[src/rtl/coherence_control.sv]
// rtl/coherence_control.sv - dual-core snooping coherence controller and single-port RAM arbiter
// Serves dcache/icache requests from two cores, snoops the peer dcache, and queues write-upgrade invalidates.
module coherence_control #(
    parameter int INV_DEPTH = 2
) (
    input  logic        CLK,
    input  logic        nRST,
    input  logic [1:0]  dREN,
    input  logic [1:0]  dWEN,
    input  logic [1:0]  cctrans,
    input  logic [1:0]  ccwrite,
    input  logic [31:0] daddr [1:0],
    input  logic [31:0] dstore [1:0],
    output logic [1:0]  dwait,
    output logic [31:0] dload [1:0],
    output logic [1:0]  ccwait,
    output logic [1:0]  ccinv,
    output logic [31:0] ccsnoopaddr [1:0],
    input  logic [1:0]  iREN,
    input  logic [31:0] iaddr [1:0],
    output logic [1:0]  iwait,
    output logic [31:0] iload [1:0],
    output logic        ramREN,
    output logic        ramWEN,
    output logic [31:0] ramaddr,
    output logic [31:0] ramstore,
    input  logic [31:0] ramload,
    input  logic [1:0]  ramstate,
    output logic        inv_overflow
);
    localparam int PW = (INV_DEPTH > 1) ? $clog2(INV_DEPTH) : 1;
    localparam int CW = $clog2(INV_DEPTH + 1);
    localparam logic [1:0] RAM_ACCESS = 2'd2;

    typedef enum logic [2:0] {S_IDLE, S_SNOOP, S_CCWB, S_DONE_SNOOP, S_XFER, S_IXFER} state_t;

    state_t        r_state, w_state_n;
    logic          r_core, w_core_n;
    logic          r_is_inv, w_is_inv_n;
    logic [31:0]   r_addr, w_addr_n;
    logic          r_word, w_word_n;
    logic          r_rr, w_rr_n;
    logic          r_inv_rr, w_inv_rr_n;
    logic          r_i_rr, w_i_rr_n;
    logic          r_overflow;
    logic [PW-1:0] r_wp [1:0];
    logic [PW-1:0] r_rp [1:0];
    logic [CW-1:0] r_cnt [1:0];
    logic [31:0]   r_mem [1:0][INV_DEPTH];

    logic       w_peer, w_access, w_sel, w_snoop_ack;
    logic [1:0] w_inv, w_full, w_inv_req, w_d_req, w_busrd, w_pop;

    function automatic logic pick(input logic [1:0] req, input logic rr);
        return (req == 2'b11) ? rr : req[1];
    endfunction

    function automatic logic [PW-1:0] ptr_inc(input logic [PW-1:0] p);
        return (p == PW'(INV_DEPTH - 1)) ? '0 : p + 1'b1;
    endfunction

    assign w_peer   = ~r_core;
    assign w_access = (ramstate == RAM_ACCESS);
    assign inv_overflow = r_overflow;

    // The peer's snoop response looks like an INV pulse, so it is not captured.
    assign w_inv[0] = cctrans[0] & ~dREN[0] & ~dWEN[0] & ~((r_state == S_SNOOP) & r_core);
    assign w_inv[1] = cctrans[1] & ~dREN[1] & ~dWEN[1] & ~((r_state == S_SNOOP) & ~r_core);

    assign w_full[0]    = (r_cnt[0] == CW'(INV_DEPTH));
    assign w_full[1]    = (r_cnt[1] == CW'(INV_DEPTH));
    assign w_inv_req[0] = (r_cnt[0] != '0) | w_inv[0];
    assign w_inv_req[1] = (r_cnt[1] != '0) | w_inv[1];
    assign w_busrd      = cctrans & dREN;
    assign w_d_req      = w_busrd | (dWEN & ccwrite);
    assign w_snoop_ack  = cctrans[w_peer] & ~dREN[w_peer] & ~dWEN[w_peer];

    always_comb begin
        w_state_n  = r_state;
        w_core_n   = r_core;
        w_is_inv_n = r_is_inv;
        w_addr_n   = r_addr;
        w_word_n   = r_word;
        w_rr_n     = r_rr;
        w_inv_rr_n = r_inv_rr;
        w_i_rr_n   = r_i_rr;
        w_pop      = '0;
        w_sel      = 1'b0;
        dwait      = 2'b11;
        iwait      = 2'b11;
        dload[0]   = '0;
        dload[1]   = '0;
        iload[0]   = '0;
        iload[1]   = '0;
        ccwait     = '0;
        ccinv      = '0;
        ccsnoopaddr[0] = '0;
        ccsnoopaddr[1] = '0;
        ramREN     = 1'b0;
        ramWEN     = 1'b0;
        ramaddr    = '0;
        ramstore   = '0;
        case (r_state)
            S_IDLE: begin
                w_word_n = 1'b0;
                if (|w_inv_req) begin
                    w_sel      = pick(w_inv_req, r_inv_rr);
                    w_core_n   = w_sel;
                    w_is_inv_n = 1'b1;
                    // An INV arriving this cycle is pushed at this edge and sits at the head.
                    w_addr_n   = (r_cnt[w_sel] != '0) ? r_mem[w_sel][r_rp[w_sel]] : daddr[w_sel];
                    w_inv_rr_n = ~w_sel;
                    w_state_n  = S_SNOOP;
                end else if (|w_d_req) begin
                    w_sel      = pick(w_d_req, r_rr);
                    w_core_n   = w_sel;
                    w_is_inv_n = 1'b0;
                    w_addr_n   = daddr[w_sel];
                    w_rr_n     = ~w_sel;
                    w_state_n  = w_busrd[w_sel] ? S_SNOOP : S_XFER;
                end else if (|iREN) begin
                    w_sel     = pick(iREN, r_i_rr);
                    w_core_n  = w_sel;
                    w_i_rr_n  = ~w_sel;
                    w_state_n = S_IXFER;
                end
            end
            S_SNOOP: begin
                ccwait[w_peer]      = 1'b1;
                ccinv[w_peer]       = r_is_inv;
                ccsnoopaddr[w_peer] = r_addr;
                if (w_snoop_ack)
                    w_state_n = ccwrite[w_peer] ? S_CCWB : S_DONE_SNOOP;
            end
            S_CCWB: begin
                ccsnoopaddr[w_peer] = r_addr;
                ramWEN   = dWEN[w_peer];
                ramaddr  = daddr[w_peer];
                ramstore = dstore[w_peer];
                if (w_access) begin
                    dwait[w_peer] = 1'b0;
                    w_word_n      = ~r_word;
                    if (r_word) w_state_n = S_DONE_SNOOP;
                end
            end
            S_DONE_SNOOP: begin
                w_word_n = 1'b0;
                if (r_is_inv) begin
                    w_pop[r_core] = 1'b1;
                    w_state_n     = S_IDLE;
                end else begin
                    w_state_n = S_XFER;
                end
            end
            S_XFER: begin
                ramREN   = dREN[r_core];
                ramWEN   = dWEN[r_core];
                ramaddr  = daddr[r_core];
                ramstore = dstore[r_core];
                if (w_access) begin
                    dwait[r_core] = 1'b0;
                    dload[r_core] = ramload;
                    w_word_n      = ~r_word;
                    if (r_word) w_state_n = S_IDLE;
                end
            end
            S_IXFER: begin
                ramREN  = 1'b1;
                ramaddr = iaddr[r_core];
                if (w_access) begin
                    iwait[r_core] = 1'b0;
                    iload[r_core] = ramload;
                    w_state_n     = S_IDLE;
                end
            end
            default: w_state_n = S_IDLE;
        endcase
    end

    always_ff @(posedge CLK or negedge nRST) begin
        if (!nRST) begin
            r_state    <= S_IDLE;
            r_core     <= 1'b0;
            r_is_inv   <= 1'b0;
            r_addr     <= '0;
            r_word     <= 1'b0;
            r_rr       <= 1'b0;
            r_inv_rr   <= 1'b0;
            r_i_rr     <= 1'b0;
            r_overflow <= 1'b0;
            for (int k = 0; k < 2; k++) begin
                r_wp[k]  <= '0;
                r_rp[k]  <= '0;
                r_cnt[k] <= '0;
            end
        end else begin
            r_state  <= w_state_n;
            r_core   <= w_core_n;
            r_is_inv <= w_is_inv_n;
            r_addr   <= w_addr_n;
            r_word   <= w_word_n;
            r_rr     <= w_rr_n;
            r_inv_rr <= w_inv_rr_n;
            r_i_rr   <= w_i_rr_n;
            for (int k = 0; k < 2; k++) begin
                if (w_inv[k]) r_wp[k] <= ptr_inc(r_wp[k]);
                // A push into a full FIFO overwrites the oldest slot, so the read pointer moves too.
                if (w_pop[k] || (w_inv[k] && w_full[k])) r_rp[k] <= ptr_inc(r_rp[k]);
                if (w_inv[k] && !w_pop[k] && !w_full[k]) r_cnt[k] <= r_cnt[k] + 1'b1;
                else if (w_pop[k] && !w_inv[k]) r_cnt[k] <= r_cnt[k] - 1'b1;
                if (w_inv[k] && w_full[k] && !w_pop[k]) r_overflow <= 1'b1;
            end
        end
    end

    always_ff @(posedge CLK) begin
        for (int k = 0; k < 2; k++)
            if (w_inv[k]) r_mem[k][r_wp[k]] <= daddr[k];
    end
endmodule

[config.mk]
export PLATFORM = sky130hd
export DESIGN_NAME = coherence_control
export DESIGN_NICKNAME = d
export VERILOG_FILES = /design/src/rtl/coherence_control.sv
export SDC_FILE = /design/constraint.sdc
export NUM_CORES = 1
export LEC_CHECK = 0
export CORE_AREA = 2 2 194 196
export DETAILED_ROUTE_END_ITERATION = 8
export DIE_AREA = 0 0 196 198
export GPL_TIMING_DRIVEN = 0
export PLACE_DENSITY = 0.72
export SLEW_MARGIN = 15
export SYNTH_ARGS = -nofsm -noshare
export SYNTH_HDL_FRONTEND = slang
export SYNTH_SLANG_ARGS = --single-unit
export TNS_END_PERCENT = 20
[constraint.sdc]
create_clock -name CLK -period 4.34 [get_ports CLK]
set_clock_uncertainty 0.05 [all_clocks]
set_input_delay 0.434 -clock CLK [delete_from_list [all_inputs] [get_ports CLK]]
set_output_delay 0.434 -clock CLK [all_outputs]
set_load 0.01 [all_outputs]
==> run metrics, run 1 <==
status=completed; Max-slew headroom=0.297; CP endpoint kind=output port; post-DR vias/cell=5.41; Layout Utilization=0.489; Ys Warns=0; CTS tree=built; vias in the first global route=11.9k; top_reg_cell synth=edfxtp_1; Post-Place Cells=2146; clock buffer count from CTS=17; vias post-DR=11.8k; num ports=505; share of the synthesized area in the top cell type=0.330; CP startpoint=r_state[2]$_DFFE_PN0P_; FF-to-FF setup slack=1.50 ns; routed len/inst=23.5 µm; M2 GR Usage=0.444; multi-input logic area=6080 µm²; WL final=51.3 mm; max-cap violations=0; period utilization=0.984; RSZ-0062 raised after global routing=no; DPL Wire Length=40.6 mm; input/output buffers=504; crit path kind=reg -> out; FF/Latch Area=5090 µm²; post-synthesis cell type count=61; r2r startpoint=r_core$_DFFE_PN0P_; Worst Hold Class=in -> async; Routability Congestion=0.855; Fmax=234 MHz; synthesized cell area=11600 µm²; RR Endpoint=r_addr[11]$_DFFE_PN0P_; post-route ant nets=0; CORE AREA=37000 µm²; clock sinks=178; clock period minus worst slack=4.27 ns; Critical Path Sink=ramaddr[18]; Seq/Total Area, Yosys=0.438; Synth area leaders=edfxtp_1 33%, mux2i_1 14%, dfrtp_1 11%, and2_1 10%, nor2_1 3.4%; CTS clk-pin slew, worst paths=0.08 ns; Nets=1929; post-route non-filler standard cell count=2183; M3 GR Usage=0.0731; initial drt markers=895; top cells by count, synth=195 x and2_1, 160 x mux2i_1, 128 x edfxtp_1; synthesized area per cell=10.1 µm²; GRT busiest layer=met2; # rows=71; Starting Density=0.315; Post-Syn Instances=1157; Post-Syn Nets=1395; FF-to-FF path depth=7; share of synthesized flip-flops with an asynchronous set or reset=0.281; Pre-antenna DRT Iters=6; die area=38800 µm²; PD cells=590 nW/µm²; initial antenna violation count=6; GRT Total Usage=0.253; worst vdd ir=0.386 mV; H-tree levels=4; flops & latches, synth=178; Worst setup SP type=flop; fill count=3450; Lkg Pwr=6.66 nW; met1 usage=0.296; maximum number of pins on one net before global-route repair=51; die span in y=198 µm; most common cell in the synthesized netlist=and2_1; clk root buf=clkbuf_16; maximum fanout along the worst path=10; share of cells above drive strength 1=0.0786; number of synthesized flops with an enable pin=128; Slew @ Worst Pin=1.05 ns; Crit path arrival time=3.79 ns; area leader, netlist=edfxtp_1; Post-CTS Setup Bufs=0; post-CTS resize count=2; Hold Buf Count CTS=0; worst-case clock buffer depth=2; Area growth syn-to-layout=55.2%; Setup violations, final=0; Critical Path RT=3.86 ns; grt total ovfl=0; Post-route DRC=0; Die Wd=196 µm; Final Hold Viols=0; Max Slew Vio Count=0; global-route wire length before repair=73.4 mm; clock latency at the later pin of the worst-skew pair=0.44 ns
-- final cells by class --
cell class | count | share of cell area
multi-input combinational | 867 | 0.337
buffer | 104 | 0.0256
timing repair buffer | 515 | 0.286
clock inverter | 15 | 0.0109
clock buffer | 17 | 0.0236
antenna | 5 | 0.000693
inverter | 8 | 0.00166
sequential | 178 | 0.282
tap | 474 | 0.0328
-- through the flow --
| stage | setup TNS [ns] | setup WS [ns] | area [µm²] | power [mW] | hold WS (ns) |
|---|---|---|---|---|---|
| floorplan | 0 | 0.532 | 11600 | 6.11 | 0.0884 |
| detailed placement | 0 | 0.393 | 17400 | 9.03 | 0.435 |
| finish | 0 | 0.0683 | 18100 | 10.6 | 0.0128 |
| CTS | 0 | 0.167 | 18000 | 10.6 | 0.0254 |
| global placement | -109.74 | -1.83 | 17300 | 8.92 | 0.425 |
| global route | 0 | 0.0405 | 18000 | 11.2 | 0.0524 |
-- placed cells by master, fill, tap and decap left out, drive strengths merged, types with 34 or more instances in the layout --
cell	instances
buf	48
o21ai	43
mux2i	160
nor2	106
nor3	69
clkbuf	85
nand3	40
edfxtp	128
and2	195
o22a	34
clkdlybuf4s50	503
nor4	40
dfrtp	50
-- how the worst min path moves through the flow --
| stage | end | startpoint | slack [ns] | depth (start not counted) |
|---|---|---|---|---|
| floorplan | inv_overflow$_DFFE_PN0P_ | nRST | 0.09 | 0 |
| CTS | r_addr[10]$_DFFE_PN0P_ | nRST | 0.03 | 1 |
| detailed placement | r_i_rr$_DFFE_PN0P_ | r_i_rr$_DFFE_PN0P_ | 0.43 | 1 |
| global route | r_addr[10]$_DFFE_PN0P_ | nRST | 0.05 | 1 |
| global placement | r_wp[1]$_DFFE_PN0P_ | r_wp[1]$_DFFE_PN0P_ | 0.43 | 1 |
| finish | r_addr[8]$_DFFE_PN0P_ | nRST | 0.01 | 1 |
-- where the power goes --
part	switching, mW	internal, mW
Clock	0.789	0.794
Sequential	0.226	2.16
Combinational	3.75	2.92
Total	4.77	5.88
-- flip-flops by register name (all words and copies together), names as in the netlist, 2 cells and up --
signal / count
r_addr: 32
r_cnt: 4
r_mem: 128
r_rp: 2
r_state: 3
r_wp: 2
-- per-layer routing --
metal,part of all wire,vias up
li1,-,5362
met2,0.49,668
met1,0.38,5676
met5,0.00080,-
met3,0.096,90
met4,0.031,6
-- critical path: stages, from the launching register on --
cell and delay (ns):
dfrtp_1 0.41, buf_2 0.22, nand2_1 0.10, or2_2 0.29, a21oi_1 0.71, clkbuf_1 0.68, a221o_1 0.35, clkdlybuf4s50_1 0.58
-- kinds of logic (layout without fill, tap and decap cells) --
group | after synthesis | in the layout | synth area share
simple gates | 507 | 507 | 0.244
compound gates | 186 | 186 | 0.126
flops | 178 | 178 | 0.438
mux | 168 | 168 | 0.145
buf+inv | 112 | 659 | 0.0423
xor+xnor | 6 | 6 | 0.00452
other cells | 0 | 5 | 0
(Power assumes the default switching activity.)
==> run 2, diff against run 1 <==
--- a/config.mk
+++ b/config.mk
@@ -10,6 +10,7 @@
 export DIE_AREA = 0 0 196 198
 export GPL_TIMING_DRIVEN = 0
 export PLACE_DENSITY = 0.72
+export RECOVER_POWER = 25
 export SLEW_MARGIN = 15
 export SYNTH_ARGS = -nofsm -noshare
 export SYNTH_HDL_FRONTEND = slang
==> run metrics, run 2 (synthesis results as in run 1) <==
status=complete, but fails checks; failing checks=max-capacitance violations, max-slew violations; clock buffer count from CTS=17; WL final=51.2 mm; maximum fanout along the worst path=10; share of cells above drive strength 1=0.0781; fill count=3452; H-tree levels=4; FF-to-FF path depth=7; GRT Total Usage=0.253; global-route wire length before repair=73.4 mm; period utilization=0.980; post-DR vias/cell=5.39; Worst setup SP type=flop; PD cells=589 nW/µm²; Area growth syn-to-layout=55.2%; Lkg Pwr=6.67 nW; maximum number of pins on one net before global-route repair=51; Worst path depth=7; Layout Utilization=0.489; initial drt markers=887; Hold Buf Count CTS=0; Post-route DRC=0; CP bufs+invs=3; metal3 WL=4.94 mm; Routability Congestion=0.855; Largest register FFs=128; RSZ-0062 raised after global routing=no; metal2 WL=25.2 mm; Starting Density=0.315; most frequent cells in the layout=450 x clkdlybuf4s50_1, 194 x and2_1, 160 x mux2i_1; CTS tree=built; clk root buf=clkbuf_16; grt total ovfl=0; worst-path cell chain=buf_2 -> nand2_1 -> or2_2 -> a21oi_1 -> clkbuf_1 -> a221o_1 -> clkdlybuf4s50_1; CTS clk-pin slew, worst paths=0.08 ns; Fmax=235 MHz; vias in the first global route=11.9k; WL met1=19.4 mm; Crit path arrival time=3.77 ns; Pre-antenna DRT Iters=6; TNS Setup=0 ns; initial antenna violation count=6; Final Hold Viols=0; commonest non-fill, non-tap cell in the layout=clkdlybuf4s50_1; Top delay family on crit path=buffers and inverters; die span in y=198 µm; Post-CTS Setup Bufs=0; num ports=505; routed len/inst=23.5 µm; clock period minus worst slack=4.25 ns; post-route ant nets=0; WHS Path Cells=1; DR top layer=met5; CP max-delay cell=clkbuf_1; # rows=71; Largest stage delay, worst path=0.69 ns; clock latency at the later pin of the worst-skew pair=0.44 ns; CORE AREA=37000 µm²; input/output buffers=504; CP endpoint kind=output port; max-cap violations=1; Setup violations, final=0; Max Slew Vio Count=51; Slew @ Worst Pin=3.24 ns; worst-case clock buffer depth=2; vias post-DR=11.8k; worst vdd ir=0.388 mV; Critical Path RT=3.86 ns; crit path kind=reg -> out; Die Wd=196 µm; DPL Wire Length=40.6 mm; Nets=1929; Worst Hold Class=reg -> reg; post-CTS resize count=2; die area=38800 µm²; Max-slew headroom=-1.16; clock sinks=178
[run 2: changes by cell type in the layout (fill, tap and decap cells not counted)]
cell | previous run | this run
clkdlybuf4s50_1 | 503 | 450
dlygate4sd3_1 | 0 | 53
buf_4 | 8 | 7
clkbuf_1 | 67 | 68
[run 2: cell type report]
| type | instances | area, µm² | area share |
|---|---|---|---|
| Inverter | 8 | 30.0 | 0.00166 |
| Timing Repair Buffer | 515 | 5160 | 0.286 |
| Antenna cell | 5 | 12.5 | 0.000693 |
| Buffer | 104 | 462 | 0.0256 |
| Clock buffer | 17 | 425 | 0.0236 |
| Clock inverter | 15 | 198 | 0.0110 |
| Multi-Input combinational cell | 867 | 6080 | 0.337 |
| Sequential cell | 178 | 5090 | 0.282 |
| Tap cell | 474 | 593 | 0.0329 |
[run 2: worst register-to-register path, stage by stage, from the launching register on]
cell	delay (ns)
dfrtp_1	0.37
buf_6	0.13
nor4b_4	0.61
o21a_1	0.44
clkbuf_1	0.47
o21ai_0	0.19
a211oi_1	0.35
nor4_2	0.10
[run 2: path summary, 6_finish.rpt]
path | startpoint | to | slack, ns
setup / recovery | r_state[2]$_DFFE_PN0P_ | ramaddr[18] | 0.09
hold / removal | r_i_rr$_DFFE_PN0P_ | r_i_rr$_DFFE_PN0P_ | 0.46
setup reg to reg | r_core$_DFFE_PN0P_ | r_addr[11]$_DFFE_PN0P_ | 1.51
hold reg to reg | r_i_rr$_DFFE_PN0P_ | r_i_rr$_DFFE_PN0P_ | 0.46
max in group asynchronous | nRST | r_addr[24]$_DFFE_PN0P_ | 1.40
min in group asynchronous | nRST | r_addr[8]$_DFFE_PN0P_ | 1.02
[run 2: power by group]
part | switching [mW] | internal (mW)
sequential | 0.223 | 2.16
clock | 0.789 | 0.793
combinational | 3.75 | 2.91
total | 4.76 | 5.87
[run 2: metal layers]
layer | up-vias | GRT usage
met1 | 5656 | 0.296
li1 | 5363 | -
met4 | 6 | 0.0889
met5 | - | 0
met3 | 85 | 0.0731
met2 | 650 | 0.444
[run 2: per-stage QoR]
| step | power [mW] | hold slack, ns | setup WS (ns) | cells | instance area [µm²] |
|---|---|---|---|---|---|
| after global routing | 11.1 | 0.470 | 0.0405 | 2179 | 18000 |
| after floorplan | 6.11 | 0.0884 | 0.532 | 1157 | 11600 |
| after global placement | 8.92 | 0.425 | -1.83 | 2135 | 17300 |
| after CTS | 10.6 | 0.0254 | 0.167 | 2178 | 18000 |
| final | 10.6 | 0.460 | 0.0865 | 2183 | 18100 |
| after detailed placement | 9.03 | 0.435 | 0.393 | 2146 | 17400 |
